### config.mk
export PLATFORM = sky130hd
export DESIGN_NAME = branch_predict_unit
export DESIGN_NICKNAME = d
export VERILOG_FILES = /design/src/rtl/branch_predict_unit.sv
export SDC_FILE = /design/constraint.sdc
export NUM_CORES = 2
export LEC_CHECK = 0
export CAP_MARGIN = 5
export CORE_UTILIZATION = 63
export CTS_CLUSTER_DIAMETER = 50
export DETAILED_ROUTE_END_ITERATION = 10
export PLACE_DENSITY = 0.83
export SLEW_MARGIN = 20
export SYNTH_ARGS = -nofsm -noshare
export SYNTH_HDL_FRONTEND = slang
export SYNTH_SLANG_ARGS = --single-unit
### constraint.sdc
create_clock -name clk -period 15.6 [get_ports clk]
set_input_delay 3.9 -clock clk [delete_from_list [all_inputs] [get_ports clk]]
set_output_delay 3.9 -clock clk [all_outputs]
set_load 0.02 [all_outputs]
### src/rtl/branch_predict_unit.sv
// Branch prediction unit: direct-mapped BTB with 2-bit counters for fetch-stage
// prediction, EX-stage resolution that drives the fetch redirect, and
// branch/mispredict statistics.
module branch_predict_unit #(
   parameter int         DEPTH    = 16,
   parameter logic [1:0] CNT_INIT = 2'b10
) (
   input  logic        clk,
   input  logic        rst,
   input  logic [31:0] if_pc,
   output logic        pred_taken,
   output logic [31:0] pred_target,
   input  logic        ex_valid,
   input  logic [2:0]  ex_branch,
   input  logic        ex_zero,
   input  logic [31:0] ex_pc,
   input  logic [31:0] ex_target,
   input  logic        ex_pred_taken,
   input  logic [31:0] ex_pred_target,
   output logic [1:0]  pc_src,
   output logic        flush,
   output logic [31:0] redirect_pc,
   output logic [31:0] br_count,
   output logic [31:0] mispredict_count
);

   localparam int IDX   = $clog2(DEPTH);
   localparam int TAG_W = 30 - IDX;

   localparam logic [2:0] BR_BEQ = 3'b001;
   localparam logic [2:0] BR_J   = 3'b010;
   localparam logic [2:0] BR_JR  = 3'b011;
   localparam logic [2:0] BR_BNE = 3'b100;

   localparam logic [1:0] SRC_SEQ    = 2'b00;
   localparam logic [1:0] SRC_BRANCH = 2'b01;
   localparam logic [1:0] SRC_JUMP   = 2'b10;
   localparam logic [1:0] SRC_JR     = 2'b11;

   logic             valid_q  [DEPTH];
   logic             valid_d  [DEPTH];
   logic [TAG_W-1:0] tag_q    [DEPTH];
   logic [TAG_W-1:0] tag_d    [DEPTH];
   logic [31:0]      target_q [DEPTH];
   logic [31:0]      target_d [DEPTH];
   logic [1:0]       cnt_q    [DEPTH];
   logic [1:0]       cnt_d    [DEPTH];

   logic [31:0] br_count_q;
   logic [31:0] br_count_d;
   logic [31:0] mispredict_count_q;
   logic [31:0] mispredict_count_d;

   logic [IDX-1:0]   if_idx;
   logic [TAG_W-1:0] if_tag;
   logic [IDX-1:0]   ex_idx;
   logic [TAG_W-1:0] ex_tag;
   logic             ex_hit;

   logic is_beq;
   logic is_bne;
   logic is_j;
   logic is_jr;
   logic is_cond;
   logic actual_taken;

   logic if_pc_unused;

   assign if_idx       = if_pc[IDX+1:2];
   assign if_tag       = if_pc[31:IDX+2];
   assign ex_idx       = ex_pc[IDX+1:2];
   assign ex_tag       = ex_pc[31:IDX+2];
   assign if_pc_unused = ^if_pc[1:0];

   // Fetch-stage lookup: predict taken only on a valid tag hit with a taken-leaning counter.
   always_comb begin
      pred_taken  = 1'b0;
      pred_target = '0;
      if (valid_q[if_idx] && (tag_q[if_idx] == if_tag) && cnt_q[if_idx][1]) begin
         pred_taken  = 1'b1;
         pred_target = target_q[if_idx];
      end
   end

   // EX-stage decode: classify the instruction and work out whether it really redirects.
   always_comb begin
      is_beq       = ex_valid && (ex_branch == BR_BEQ);
      is_bne       = ex_valid && (ex_branch == BR_BNE);
      is_j         = ex_valid && (ex_branch == BR_J);
      is_jr        = ex_valid && (ex_branch == BR_JR);
      is_cond      = is_beq || is_bne;
      actual_taken = (is_beq && ex_zero) || (is_bne && !ex_zero) || is_j || is_jr;
   end

   // Resolution: compare the carried prediction with the real outcome and steer fetch.
   always_comb begin
      flush       = 1'b0;
      pc_src      = SRC_SEQ;
      redirect_pc = '0;
      if (is_cond) begin
         redirect_pc = actual_taken ? ex_target : (ex_pc + 32'd4);
         pc_src      = actual_taken ? SRC_BRANCH : SRC_SEQ;
         flush       = (actual_taken != ex_pred_taken) ||
                       (actual_taken && ex_pred_taken && (ex_pred_target != ex_target));
      end else if (is_j) begin
         flush       = 1'b1;
         pc_src      = SRC_JUMP;
         redirect_pc = ex_target;
      end else if (is_jr) begin
         flush       = 1'b1;
         pc_src      = SRC_JR;
         redirect_pc = ex_target;
      end
   end

   // Table next-state: train the counter on a hit, allocate on a taken miss, otherwise hold.
   always_comb begin
      valid_d  = valid_q;
      tag_d    = tag_q;
      target_d = target_q;
      cnt_d    = cnt_q;
      ex_hit   = valid_q[ex_idx] && (tag_q[ex_idx] == ex_tag);
      if (is_cond) begin
         if (ex_hit) begin
            if (actual_taken) begin
               target_d[ex_idx] = ex_target;
               if (cnt_q[ex_idx] != 2'b11) begin
                  cnt_d[ex_idx] = cnt_q[ex_idx] + 2'b01;
               end
            end else if (cnt_q[ex_idx] != 2'b00) begin
               cnt_d[ex_idx] = cnt_q[ex_idx] - 2'b01;
            end
         end else if (actual_taken) begin
            valid_d[ex_idx]  = 1'b1;
            tag_d[ex_idx]    = ex_tag;
            target_d[ex_idx] = ex_target;
            cnt_d[ex_idx]    = CNT_INIT;
         end
      end
   end

   // Statistics next-state: both counters wrap naturally at 32 bits.
   always_comb begin
      br_count_d         = br_count_q + {31'd0, (is_cond || is_j || is_jr)};
      mispredict_count_d = mispredict_count_q + {31'd0, flush};
   end

   // State registers with synchronous reset taking priority over any update.
   always_ff @(posedge clk) begin
      if (rst) begin
         for (int i = 0; i < DEPTH; i++) begin
            valid_q[i]  <= 1'b0;
            tag_q[i]    <= '0;
            target_q[i] <= '0;
            cnt_q[i]    <= '0;
         end
         br_count_q         <= '0;
         mispredict_count_q <= '0;
      end else begin
         valid_q            <= valid_d;
         tag_q              <= tag_d;
         target_q           <= target_d;
         cnt_q              <= cnt_d;
         br_count_q         <= br_count_d;
         mispredict_count_q <= mispredict_count_d;
      end
   end

   assign br_count         = br_count_q;
   assign mispredict_count = mispredict_count_q;

endmodule

==> qor.yml <==
timing:
  max_freq_mhz: 78.73
  finalCriticalPeriod_ns: 12.70
  hold_viol: 0
  min_period_over_period: 0.8142
  max_slew_margin: 0.1745
  tightest_slew_ns: 1.238
  drv_slew: 0
  rsz0062_at_grt: "false"
  setup_tns_ns: 0
  whs_ns: 0.4508
  setup_viol: 0
  fin_skew_ns: 0.04443
die:
  die_w_um: 284.6
  row_count: 103
  core_region_area_um2: 79000
  ios: 268
  die_h_um: 284.6
  die_area_um2: 81010
  initial_core_util: 0.6370
critical_path:
  r2r_slack_ns: 10.86
  worstPathBufferInverterCount: 5
  rr_endpoint: "cnt_q[6]"
  critPathTopFamily: "buffers and inverters"
  crit_path_max_incr_delay_ns: 0.77
  ff2ff_path_depth: 10
  cpMaxStageDelayCell: "buf_4"
  startpoint_type: "input port"
  critical_path_required_ns: 11.70
  cp-end-kind: "output port"
  path_cells: "buf_8 > buf_4 > buf_4 > nand3_1 > o211ai_1 > o21ai_0 > o211ai_1 > o211ai_1 > nor4_1 > nand4_1 > buf_4 > nor2b_1 > clkdlybuf4s50_1"
  r2r-start: "tag_q[128]"
  arrival_ns: 8.80
  cp_max_fo: 82
  critPathKind: "in2out"
cts:
  clk_path_buf_depth: 3
  post_cts_buffers: 0
  clk_pin_slew_ns: 0.06
  h-tree-depth: 3
  cts_tree: "built"
  root_buffer: "clkbuf_16"
  cts_hold_buf: 0
  cts.sinks: 1040
  cts_resized: 0
  numCtsBuffers: 113
  clock_latency_ns: 0.72
power:
  leakage_nw: 18.81
  power_mw: 5.862
  peakVddDrop_uv: 88.37
  p_per_area_nw_per_um2: 102.8
finish:
  nFillCells: 5375
  fin_nets: 5387
  area_delta_synth_final_pct: 13.32
  final_util: 0.7218
  layout-drive-gt1-share: 0.1438
global_route:
  antenna_found_initial: 8
  grt_overflow: 0
  track_usage: 0.3910
  grt_pass1_vias: 41760
  grt_pass1_wl_mm: 243.5
  grt_max_degree: 243
min_path:
  min_to: "target_q[259]"
  holdCritStartpoint: "target_q[259]"
  hold_class: "reg2reg"
  hold_depth: 2
run_status:
  outcome: "complete, no violations"
drt:
  wl_per_cell_um: 25.42
  drc_errors: 0
  vias_per_cell: 6.676
  drtIter0Drc: 6158
  first_pass_iters: 7
  wirelength_mm: 162.4
  via_count: 42650
  postRouteAntennaNets: 0
logic_synthesis:
  ys_ff_latch: 1040
  synth_seq_area_share: 0.4137
  synth_edf_count: 0
  netlist_instances: 5289
  synth_top_flop_cell: "dfxtp_1"
  synth.distinct_cells: 66
  avgSynthCellArea_um2: 9.514
  synth_fp_nets: 5436
  synth_area_um2: 50320
  synth_warnings: 0
  ys_async_sr_fraction: 0
job:
  maxCapViolCount: 0
place:
  gp_routability_congestion: 0.9570
  numPortBuffers: 265
  place_hpwl_mm: 93.83
## layout by cell type, fill, tap and decap left out, types with 97 or more instances in the layout
cell and count:
clkbuf_16 114, mux2i_1 497, mux4_2 386, nand2_1 1133, a21oi_1 529, nor2_1 527, xor2_1 97, dfxtp_1 1040
buf_4 98, clkdlybuf4s50_1 256
## power breakdown
group / switching, mW / internal (mW) / leakage [nW]
clock network: 1.16 / 1.64 / 1.92
logic: 0.267 / 0.131 / 8.51
registers: 0.00424 / 2.66 / 8.37
## per-stage QoR
stage | cell area, um^2 | setup slack, ns | std cells
floorplan | 50320 | 4.585 | 5289
global placement | 53080 | 2.965 | 6175
detailed placement | 53080 | 2.878 | 6175
CTS | 57000 | 2.831 | 6382
global route | 57010 | 2.672 | 6384
finish | 57020 | 2.898 | 6388
## cell usage after synthesis, drive strengths merged, types with 3 or more instances
cell | number | area, um^2
ha | 11 | 137.6
nor3 | 13 | 70.07
a2111oi | 3 | 26.28
or3 | 11 | 68.82
and4 | 6 | 52.55
and3 | 39 | 244.0
nor2b | 66 | 412.9
nand2b | 10 | 62.56
a21oi | 545 | 2728
o21a | 4 | 30.03
mux2 | 26 | 304.0
xnor2 | 65 | 569.3
mux4 | 386 | 8693
mux2i | 497 | 4975
nor2 | 530 | 1989
a211oi | 3 | 22.52
o31ai | 9 | 67.56
xor2 | 97 | 849.6
nor4 | 19 | 148.9
nand2 | 1135 | 4260
a22o | 6 | 52.55
nand3 | 64 | 325.3
a22oi | 22 | 165.2
o21ai | 51 | 259.0
buf | 168 | 909.6
inv | 16 | 60.05
o22ai | 4 | 25.02
o311ai | 3 | 26.28
o2111ai | 5 | 43.79
o211ai | 7 | 52.55
and2 | 9 | 56.30
o2bb2ai | 3 | 26.28
a31oi | 4 | 25.02
clkbuf | 358 | 1345
dfxtp | 1040 | 20820
nand4 | 32 | 231.5
## worst register-to-register path, cell delays in order, from the launching register on
cell       delay (ns)
dfxtp_1          0.33
mux4_2           0.49
mux2i_1          0.20
xnor2_1          0.16
a2111oi_0        0.94
a31oi_1          0.32
nor4_4           0.30
buf_4            0.48
a31o_1           0.70
nand4_1          0.31
mux2_2           0.36
## area by class of cell
cell class	instances	area [um^2]	area share
multi-input cells	3706	27490	0.4820
flip-flops and latches	1040	20820	0.3651
repair buffers	362	3398	0.05959
clock buffers	151	3202	0.05615
well taps	1050	1314	0.02304
clock inverters	56	725.7	0.01273
inverters	17	63.81	0.001119
diodes	6	15.01	0.0002633
## flip-flops by register name (all words and copies together), names as in the netlist
signal and flops:
valid_q 16, tag_q 416, cnt_q 32, br_count 32
target_q 512, mispredict_count 32
## per-layer routing
layer  vias up  global-route usage  share of wire
met2      3115              0.5990           0.45
met5         -            0.009524        0.00015
met1     20460              0.4744           0.35
met3       877              0.1136           0.13
met4         4              0.2712          0.076
li1      18190                   -              -
## how the worst max path moves through the flow
stage,depth (start not counted),start,slack [ns],end
floorplan,10,if_pc[2],4.58,pred_target[10]
global placement,13,if_pc[2],2.97,pred_target[24]
detailed placement,13,if_pc[2],2.88,pred_target[24]
CTS,13,if_pc[2],2.83,pred_target[24]
global route,13,if_pc[2],2.67,pred_target[24]
finish,13,if_pc[2],2.90,pred_target[24]
## logic make-up after synthesis
| logic type | count (synthesis) | synth area share |
|---|---|---|
| DFF | 1040 | 0.4137 |
| and+or+nand+nor | 1942 | 0.1587 |
| xor gates and xnor gates | 162 | 0.02820 |
| adders and majority gates | 11 | 0.002735 |
| muxes | 909 | 0.2777 |
| buffers and inverters | 543 | 0.04607 |
| AOI/OAI and AO/OA | 682 | 0.07290 |
(Power assumes the default switching activity.)
